$ cat src/rtl/offset_adder_seq.sv
// Byte-serial base+offset adder with early termination of upper bytes.
// Ports: i_Clk, i_Reset, i_Start, i_Base, i_Offset, i_Mode -> o_Busy, o_Done, o_Result, o_Flags{Z,N,H,C}.
module offset_adder_seq #(
  parameter int WIDTH = 16,
  parameter int OFF_W = 8
) (
  input  logic             i_Clk,
  input  logic             i_Reset,
  input  logic             i_Start,
  input  logic [WIDTH-1:0] i_Base,
  input  logic [OFF_W-1:0] i_Offset,
  input  logic [1:0]       i_Mode,
  output logic             o_Busy,
  output logic             o_Done,
  output logic [WIDTH-1:0] o_Result,
  output logic [3:0]       o_Flags
);

  localparam int NB = WIDTH / 8;
  localparam int NO = OFF_W / 8;
  localparam int KW = (NB > 1) ? $clog2(NB) : 1;

  localparam logic [KW-1:0] K_LAST = KW'(NB - 1);
  localparam logic [KW-1:0] K_MIN  = KW'(NO - 1);

  localparam logic [1:0] S_IDLE = 2'd0;
  localparam logic [1:0] S_BYTE = 2'd1;
  localparam logic [1:0] S_DONE = 2'd2;

  logic [1:0]       r_state;
  logic [WIDTH-1:0] r_work;
  logic [WIDTH-1:0] r_op;
  logic             r_carry;
  logic             r_sign;
  logic             r_sub;
  logic [KW-1:0]    r_k;
  logic             r_h;
  logic             r_c;

  logic             w_accept;
  logic             w_sub;
  logic [WIDTH-1:0] w_ext;
  logic [WIDTH-1:0] w_opnd;
  logic [7:0]       w_a;
  logic [7:0]       w_b;
  logic [8:0]       w_sum;
  logic             w_first;
  logic             w_h;
  logic             w_c;
  logic             w_fin;
  logic [WIDTH-1:0] w_work_nx;

  assign o_Busy = (r_state == S_BYTE);
  assign o_Done = (r_state == S_DONE);

  assign w_accept = i_Start && (r_state != S_BYTE);
  assign w_sub    = (i_Mode == 2'b10);
  assign w_ext    = (i_Mode == 2'b01) ? WIDTH'(i_Offset)
                                      : WIDTH'($signed(i_Offset));
  // Subtract is add of the one's complement with carry-in 1.
  assign w_opnd   = w_sub ? ~w_ext : w_ext;

  assign w_a   = r_work[{r_k, 3'b000} +: 8];
  assign w_b   = r_op[{r_k, 3'b000} +: 8];
  assign w_sum = {1'b0, w_a} + {1'b0, w_b} + {8'd0, r_carry};

  // Carry into bit 4 recovered from the sum bit.
  assign w_first = (r_k == '0);
  assign w_h = w_first ? (w_sum[4] ^ w_a[4] ^ w_b[4] ^ r_sub) : r_h;
  assign w_c = w_first ? (w_sum[8] ^ r_sub) : r_c;

  // Once the offset bytes are consumed, a carry equal to the operand
  // sign means the remaining bytes add 0 (or FF+1) and stay unchanged.
  assign w_fin = (r_k == K_LAST) ||
                 (((r_k == K_MIN) || (r_k > K_MIN)) &&
                  (w_sum[8] == r_sign));

  always_comb begin
    w_work_nx = r_work;
    w_work_nx[{r_k, 3'b000} +: 8] = w_sum[7:0];
  end

  always_ff @(posedge i_Clk or posedge i_Reset) begin
    if (i_Reset) begin
      r_state  <= S_IDLE;
      r_work   <= '0;
      r_op     <= '0;
      r_carry  <= 1'b0;
      r_sign   <= 1'b0;
      r_sub    <= 1'b0;
      r_k      <= '0;
      r_h      <= 1'b0;
      r_c      <= 1'b0;
      o_Result <= '0;
      o_Flags  <= '0;
    end else begin
      case (r_state)
        S_IDLE, S_DONE: begin
          if (w_accept) begin
            r_work  <= i_Base;
            r_op    <= w_opnd;
            r_carry <= w_sub;
            r_sign  <= w_opnd[WIDTH-1];
            r_sub   <= w_sub;
            r_k     <= '0;
            r_state <= S_BYTE;
          end else begin
            r_state <= S_IDLE;
          end
        end
        S_BYTE: begin
          r_work  <= w_work_nx;
          r_carry <= w_sum[8];
          r_h     <= w_h;
          r_c     <= w_c;
          if (w_fin) begin
            r_state  <= S_DONE;
            o_Result <= w_work_nx;
            o_Flags  <= {1'b0, r_sub, w_h, w_c};
          end else begin
            r_k <= r_k + KW'(1);
          end
        end
        default: r_state <= S_IDLE;
      endcase
    end
  end

endmodule

$ cat config.mk
export PLATFORM = sky130hd
export DESIGN_NAME = offset_adder_seq
export DESIGN_NICKNAME = d
export VERILOG_FILES = /design/src/rtl/offset_adder_seq.sv
export SDC_FILE = /design/constraint.sdc
export NUM_CORES = 1
export LEC_CHECK = 0
export ABC_AREA = 1
export CORE_ASPECT_RATIO = 1.4
export CORE_MARGIN = 2
export CORE_UTILIZATION = 47
export DETAILED_ROUTE_END_ITERATION = 8
export PLACE_DENSITY = 0.69
export SLEW_MARGIN = 5
export SYNTH_ARGS = -nofsm -noshare
export SYNTH_HDL_FRONTEND = slang
export SYNTH_SLANG_ARGS = --single-unit
$ cat constraint.sdc
create_clock -name i_Clk -period 4.3 [get_ports i_Clk]
set_input_delay 0.86 -clock i_Clk [delete_from_list [all_inputs] [get_ports i_Clk]]
set_output_delay 0.86 -clock i_Clk [all_outputs]
set_load 0.03 [all_outputs]
==> impl_results.md, run 1 <==
* Final Routed Wirelength at 6820 um
* Post-synthesis mux area share at 0%
* Post-CTS Resized at 0
* Critical Path Sink Type: register
* Fillers at 598
* Clk Latency, worst-skew pair at 0.31 ns
* CTS clk-pin slew, worst paths at 0.10 ns
* Fin. Hold Viols at 0
* Multi-input gate area in the final layout at 1420 um2
* Number of diodes at 0
* Largest family of logic cells by synthesized area: simple AND/OR/NAND/NOR gates
* First-pass GRT wire length at 11,900 um
* Critical path class: reg -> reg
* FF/Latch Area at 1280 um2
* Htree depth at 2
* Vias in the first global route at 2,631
* Nets@finish at 476
* Post-Synth Adder-Cell Area at 4.35%
* Largest net degree at the start of global routing at 52
* Clock root cell: clkbuf_8
* Hold Path Class: reg -> reg
* Max clock buf depth at 2
* Worst Tran Pin Value at 1.08 ns
* Drt wl/cell at 13.4 um
* TritonCTS clock tree: yes
* Slew Limit Fails at 0
* Initial drt markers at 226
* Status: completed
* Hold WS at 0.484 ns
* Row Count at 34
* Starting Density at 47.9%
* Mean Syn Cell Area at 7.46 um2
* Mapped cell area at 2930 um2
* Die height at 97.5 um
* Hold buffers post-CTS at 0
* Total track usage at 21.3%
* Setup_tns at 0 ns
* Inserted Clock Buffers at 5
* Die X at 70.8 um
* Total of max-cap violations at 0
* Final min period at 3.06 ns
* Fin util at 58.3%
* Bufs and invs on worst path at 3
* Register bit count reported by yosys at 51
* DRT antenna net count at 0
* CTS sink count at 51
* Netlist cell types at 33
* CP max stage cell: inv_1
* Synth Area in Compound Gates at 12.4%
* Post-synth EDFFs at 0
* Simple-gate share of the synthesized area at 28.7%
* Slowest stage delay, CP at 0.49 ns
* Period utilization at 71.1%
* Unrepaired setup endpoints after global routing: false
* Max Fanout on Critical Path at 27
* Cell family with most CP delay: simple AND/OR/NAND/NOR gates
* Critical Path Start Type: register
* Port Buffer Count at 49
* FMAX at 327 MHz
* Dpl cells at 503
* Remaining routing DRC violations at 0
* Max_slew headroom at 28.1%
* Post-Syn Instances at 393
* Antenna violations before repair at 0
* Io pins at 51
* Ys flop type: dfrtp_1
* Top-area cell type share of the netlist area at 43.5%
* Clock skew at 0.0106 ns
* Largest area contributor in the synthesized netlist: dfrtp_1
* Post-Synth XOR/XNOR Area at 2.99%
* Pre-antenna DRT Iters at 4
* Core area at 6130 um2
* Worst Path Arrival at 3.27 ns
* Layout cells sized above 1 at 6.15%
* Grt ovf at 0
* Finished Layout Cells at 511
* Syn nets at 431
* Worst-path cell chain: inv_1 > o21ai_0 > fa_1 > inv_1 > fa_1 > nand3_2 > nand2_2 > nand2_2 > nand3_1 > nand3_2 > nand2_4 > inv_4 > nand2_1 > nand2_1
* Area growth from synthesis to layout at 21.8%
* Critical Path RT at 4.51 ns
* Register area share after synthesis at 43.5%
* Synth top area cells: dfrtp_1 (44%), nand2_1 (21%), o21ai_0 (6.5%)
* Post-CTS Setup Repair Bufs at 0
* GPL Wtd Cong at 0.865
* Vias per Instance at 5.21
* Final setup fails at 0
* Die area at 6900 um2
* Hpwl dp at 4970 um
* Asr flop ratio synth at 100%
* Vias at 2,661
* Yosys warns at 0
-- cell type report --
class | instances | share of cell area [%]
multi-input cells | 288 | 39.9
clock inverters | 3 | 1.23
well taps | 72 | 2.52
inverters | 39 | 4.17
repair buffers | 53 | 14.6
clock buffers | 5 | 1.93
flip-flops and latches | 51 | 35.7
-- cell usage after synthesis, drive strengths merged (2+ instances only) --
library cell  instances
ha                    7
fa                    2
nand2               172
a21oi                 7
xnor2                 9
dfrtp                51
nand3b                3
nor2                  8
o221ai                2
buf                   8
nand3                21
inv                  39
o21ai                43
o211ai                7
clkbuf                7
-- worst min-delay path: cells and delay by family, from the launching register on --
family,cells,cell delay (ns)
flops,1,0.36
simple gates,2,0.10
-- final timing paths --
path | from | to | slack, ns | cells after the start
max | r_k | o_Result[14] | 1.24 | 14
min | o_Result[15] | o_Result[15] | 0.48 | 2
max reg2reg | r_k | o_Result[14] | 1.24 | 14
min reg2reg | o_Result[15] | o_Result[15] | 0.48 | 2
max in group asynchronous | i_Reset | r_work[1] | 2.51 | 2
min in group asynchronous | i_Reset | r_state[0] | 1.11 | 2
-- layer usage --
metal  GRT usage, %  up-vias  share of wire [%]
met5              0        -                  0
met4           7.11        0                2.2
met3           3.01       13                4.7
met2           37.1       79                 52
met1           26.9     1242                 41
li1               -     1327                  -
-- sequential cells by signal (all words and copies together) (netlist names) --
signal	cells
r_carry	1
r_h	1
r_state	2
o_Result	16
r_sub	1
o_Flags	3
r_c	1
r_k	1
r_work	16
r_op	9
-- kinds of logic after synthesis --
kind of cell	count (synthesis)
and+or+nand+nor	204
adders and majority gates	9
buffers and inverters	54
DFF	51
other	1
xor gates and xnor gates	10
AOI/OAI and AO/OA	64
-- metrics by stage --
step                setup WS (ns)  cell area [um2]
detailed placement           1.24             3460
finish                       1.24             3570
floorplan                    1.55             2930
global placement             1.26             3460
CTS                          1.22             3570
global route                0.886             3570
-- cells in the final DEF (no fill, tap or decap), drive strengths merged, types with 2 or more instances in the layout --
cell type / count
buf: 4
xnor2: 9
dfrtp: 51
clkinv: 2
fa: 2
nand2: 172
ha: 7
nor2: 8
nand3: 21
nand3b: 3
o211ai: 7
a21oi: 7
o21ai: 43
clkbuf: 5
inv: 39
clkdlybuf4s50: 49
o221ai: 2
Power of run 1 is left out: the tool's default activity adds up to more than one toggle a clock period on the data nets, which glitch-free logic cannot reach.
==> run 2, diff against run 1 <==
Settings changed: PLACE_DENSITY 0.69 to 0.72.
Clock period 4.3 ns to 2.55 ns, I/O delays scaled along.
==> run 2 against run 1 <==
Sequential cell count stayed put. Setup slack worse by 1.2 ns. Critical path depth is 11 lower. Register-to-register slack worse by 1.1 ns. Die area stayed put. Sequential share of layout area is 1.6 points lower. Final cell count is 2.7% higher. Critical path type is now reg -> out. Core utilization is 2.8 points higher. First-iteration DRC count is 8.4% lower. Clock-buffer cell count stayed put. Via count is 1.1% higher. Global-route usage hardly changed.
==> impl_results.md, run 2 (synthesized netlist as in run 1, its figures left out) <==
* Status: completed
* Clk Latency, worst-skew pair at 0.31 ns (about the same)
* Period utilization at 96.7%
* Setup_tns at 0 ns (unchanged)
* Top Registers: o_Result x16, r_work x16, r_op x9
* Layout cells sized above 1 at 11.0% (+4.9 points)
* Io pins at 51 (unchanged)
* Port Buffer Count at 49 (unchanged)
* CTS clk-pin slew, worst paths at 0.10 ns (about the same)
* Drt wl/cell at 13.7 um (+2.3%)
* Die X at 70.8 um (unchanged)
* Critical Path Sink Type: output port
* Initial drt markers at 207 (-8.4%)
* Grt ovf at 0 (unchanged)
* Area growth from synthesis to layout at 27.6%
* Max_slew headroom at 63.5% (+35 points)
* Largest net degree at the start of global routing at 31 (-40%)
* Max Fanout on Critical Path at 7 (-74%)
* Worst Tran Pin Value at 0.547 ns (-0.529 ns)
* Nets@finish at 490 (+2.9%)
* Vias in the first global route at 2,601 (-1.1%)
* Vias per Instance at 5.12 (-1.6%)
* Antenna violations before repair at 0 (unchanged)
* Final min period at 2.47 ns
* CTS sink count at 51 (unchanged)
* Final Routed Wirelength at 7170 um (+5.1%)
* Total track usage at 21.4% (+0.032 points)
* Final setup fails at 0 (unchanged)
* Max clock buf depth at 2 (unchanged)
* Total of max-cap violations at 0 (unchanged)
* Hold Path Class: reg -> reg
* Remaining routing DRC violations at 0 (unchanged)
* Htree depth at 2 (unchanged)
* Fin. Hold Viols at 0 (unchanged)
* DRT antenna net count at 0 (unchanged)
* Vias at 2,689 (+1.1%)
* Most common cell after layout, fill and taps aside: nand2_1
* Clock skew at 0.0125 ns (+0.00187 ns)
* First-pass GRT wire length at 11,700 um (-1.5%)
* Row Count at 34 (unchanged)
* Starting Density at 47.9% (unchanged)
* Inserted Clock Buffers at 5 (unchanged)
* Number of diodes at 0 (unchanged)
* GPL Wtd Cong at 0.965 (+12%)
* Pre-antenna DRT Iters at 4 (unchanged)
* Die area at 6900 um2 (unchanged)
* FMAX at 406 MHz
* Core area at 6130 um2 (unchanged)
* Worst Path Arrival at 1.96 ns (-1.31 ns)
* Most frequent cells in the layout: nand2_1 (166), dfrtp_1 (50), clkdlybuf4s50_1 (49), o21ai_0 (34), inv_1 (33)
* Slew Limit Fails at 0 (unchanged)
* Critical Path RT at 2.04 ns (-2.47 ns)
* TritonCTS clock tree: yes
* Critical Path Start Type: register
* Die height at 97.5 um (unchanged)
* Clock root cell: clkbuf_8
* Hpwl dp at 5390 um (+8.5%)
* Critical path class: reg -> out
==> run 2: changes by cell type in the layout (fill, tap and decap cells not counted), moves of 2 or more <==
cell	change
buf_12	+2
o21ai_0	-4
o21ai_1	+4
fa_1	-2
inv_1	-2
buf_6	+3
buf_4	+7
fa_2	+2
nand2_8	+2
==> run 2: critical path, cell delays in order, from the launching register on <==
cell and delay [ns]:
dfrtp_1 0.40, inv_1 0.09, nor2_4 0.38, clkdlybuf4s50_1 0.76
==> run 2: path summary, 6_finish.rpt <==
| kind | start | end | slack [ns] | cells past startpoint |
|---|---|---|---|---|
| max | r_state[0] | o_Busy | 0.08 | 3 |
| min | r_op[6] | r_op[6] | 0.49 | 2 |
| max reg2reg | r_k | o_Result[10] | 0.13 | 15 |
| min reg2reg | r_op[6] | r_op[6] | 0.49 | 2 |
| max in group asynchronous | i_Reset | r_k | 1.45 | 3 |
| min in group asynchronous | i_Reset | r_state[0] | 0.55 | 2 |
==> run 2: metrics by stage <==
step	worst slack (ns)	instances	instance area, um2	utilization, %	hold WS [ns]
after global placement	0.0681	512	3550	58.0	0.464
after floorplan	0.0105	393	2940	-	0.449
after global routing	-0.0372	525	3740	61.1	0.506
after CTS	0.0136	520	3650	59.6	0.496
after detailed placement	0.0152	512	3550	58.0	0.472
final	0.0848	525	3740	61.1	0.488
==> run 2: what timing repair did <==
| item | 4_1_cts | 5_1_grt |
|---|---|---|
| hold buffers | 0 | 0 |
| endpoints found under the setup margin | 6 | 22 |
| resized for setup | 1 | 17 |
| pin swaps | 0 | 4 |
| cloned | 0 | 2 |
| setup buffers | 0 | 3 |
==> run 2: final cells by class <==
class	count	area [um2]
fill	567	2380
multi-input combinational	290	1490
sequential	51	1280
timing repair buffer	65	647
inverter	39	151
tap	72	90.1
clock buffer	5	68.8
clock inverter	3	18.8
==> run 2: per-layer routing <==
metal  global-route usage, %  vias to the layer above  wire, um
met5                       0                        -         0
met4                    7.26                        0        97
met3                    3.32                        6       292
met2                    35.9                       77      3760
met1                    27.9                     1239      3030
li1                        -                     1367         -
Power of run 2 is left out for the same reason.
==> run 3, diff against run 2 <==
Settings changed: PLACE_DENSITY 0.72 to unset, PLACE_DENSITY_LB_ADDON set to 0.15.
==> run 3 against run 2 <==
Register-to-register slack barely moved. Critical endpoint is now r_state[0]. Sequential cell count unchanged. Final cell count shrank 1.5%. Via count down 1.5%.
==> impl_results.md, run 3 (synthesized netlist as in run 1, its figures left out) <==
* Max clock buf depth at 2 (unchanged)
* TritonCTS clock tree: yes
* Number of diodes at 0 (unchanged)
* Vias in the first global route at 2,597 (-0.15%)
* Most frequent cells in the layout: nand2_1 (167), dfrtp_1 (50), clkdlybuf4s50_1 (49), o21ai_0 (37), inv_1 (34)
* Register-to-register setup slack at 0.14 ns (about the same)
* Area growth from synthesis to layout at 24.9%
* Critical Path Start Type: register
* Worst Tran Pin Value at 0.504 ns (-0.0427 ns)
* Grt ovf at 0 (unchanged)
* Starting Density at 47.9% (unchanged)
* Die area at 6900 um2 (unchanged)
* Clk Latency, worst-skew pair at 0.30 ns (about the same)
* Clock skew at 0.00589 ns (-0.00660 ns)
* Setup_tns at 0 ns (unchanged)
* Total track usage at 22.8% (+1.4 points)
* Final Routed Wirelength at 7250 um (+1.2%)
* Hold Path Class: reg -> reg
* FMAX at 416 MHz (+2.4%)
* Multi-input gate area in the final layout at 1430 um2 (-4.0%)
* Top Registers: o_Result x16, r_work x16, r_op x9
* Remaining routing DRC violations at 0 (unchanged)
* Critical Path Sink Type: register
* Hpwl dp at 5640 um (+4.5%)
* CTS sink count at 51 (unchanged)
* Pre-antenna DRT Iters at 4 (unchanged)
* Port Buffer Count at 49 (unchanged)
* First-pass GRT wire length at 12,500 um (+6.3%)
* Htree depth at 2 (unchanged)
* Initial drt markers at 139 (-33%)
* Largest net degree at the start of global routing at 31 (unchanged)
* Hold buffers post-CTS at 0 (unchanged)
* Fin. Hold Viols at 0 (unchanged)
* Clock root cell: clkbuf_8
* Critical path class: reg -> reg
* GPL Wtd Cong at 1.00 (+4.1%)
* Max_slew headroom at 66.4% (+2.9 points)
* Most common cell after layout, fill and taps aside: nand2_1
* CTS clk-pin slew, worst paths at 0.09 ns (about the same)
* Slew Limit Fails at 0 (unchanged)
* Critical Path RT at 2.79 ns (+0.75 ns)
* Fin util at 59.8% (-1.3 points)
* Nets@finish at 483 (-1.4%)
* Worst Path Arrival at 2.64 ns (+0.68 ns)
* Total of max-cap violations at 0 (unchanged)
* Row Count at 34 (unchanged)
* Layout cells sized above 1 at 8.09% (-2.9 points)
* Drt wl/cell at 14.0 um (+2.7%)
* Unrepaired setup endpoints after global routing: false
* Vias per Instance at 5.12 (about the same)
* Final setup fails at 0 (unchanged)
* DRT antenna net count at 0 (unchanged)
* Inserted Clock Buffers at 5 (unchanged)
* Final min period at 2.41 ns (-0.0588 ns)
* Max Fanout on Critical Path at 30 (+23)
* Antenna violations before repair at 0 (unchanged)
* Fillers at 600 (+5.8%)
* Io pins at 51 (unchanged)
* Die height at 97.5 um (unchanged)
* Core area at 6130 um2 (unchanged)
* Die X at 70.8 um (unchanged)
* Vias at 2,648 (-1.5%)
* FF/Latch Area at 1280 um2 (unchanged)
* Status: completed
* Period utilization at 94.4% (-2.3 points)
-- run 3: critical path, stage by stage (launching register included) --
cell     delay [ns]
dfrtp_2        0.46
buf_12         0.18
o21ai_0        0.32
ha_1           0.32
nand2_1        0.08
nand2_1        0.07
a21oi_2        0.20
nand2_2        0.10
nand2_2        0.06
nand3_2        0.09
nand2_4        0.10
buf_12         0.16
nand2_1        0.07
a21oi_1        0.10
-- run 3: what timing repair did --
action / CTS / global route
buffers inserted: 0 / 0
resized for setup: 0 / 4
endpoints found under the setup margin: 0 / 23
-- run 3: path summary, 6_finish.rpt --
check	to	cells after the start	start
max	r_state[0]	13	r_k
min	o_Flags[0]	2	o_Flags[0]
max reg2reg	r_state[0]	13	r_k
min reg2reg	o_Flags[0]	2	o_Flags[0]
max in group asynchronous	r_k	3	i_Reset
min in group asynchronous	o_Result[13]	2	i_Reset
-- run 3: through the flow --
step	std cells	hold WS (ns)	instance area, um2	setup WS, ns
detailed placement	510	0.469	3550	0.129
global placement	510	0.463	3550	0.202
finish	517	0.485	3660	0.144
global route	517	0.515	3660	0.0151
CTS	517	0.492	3650	0.0937
floorplan	393	0.449	2940	0.0105
-- run 3: layout make-up --
cell class / instances / share of cell area (%)
Clock buffer: 6 / 1.98
Multi-Input combinational cell: 288 / 39.1
Inverter: 39 / 4.13
Tap cell: 72 / 2.46
Timing Repair Buffer: 60 / 16.7
Sequential cell: 51 / 34.9
Clock inverter: 1 / 0.820
-- run 3: layer usage --
layer  global-route usage [%]  routed length [um]
met4                     8.42                 176
met1                     29.6                3100
met2                     38.3                3690
met3                     3.22                 287
met5                        0                   0
Power of run 3 is left out for the same reason.
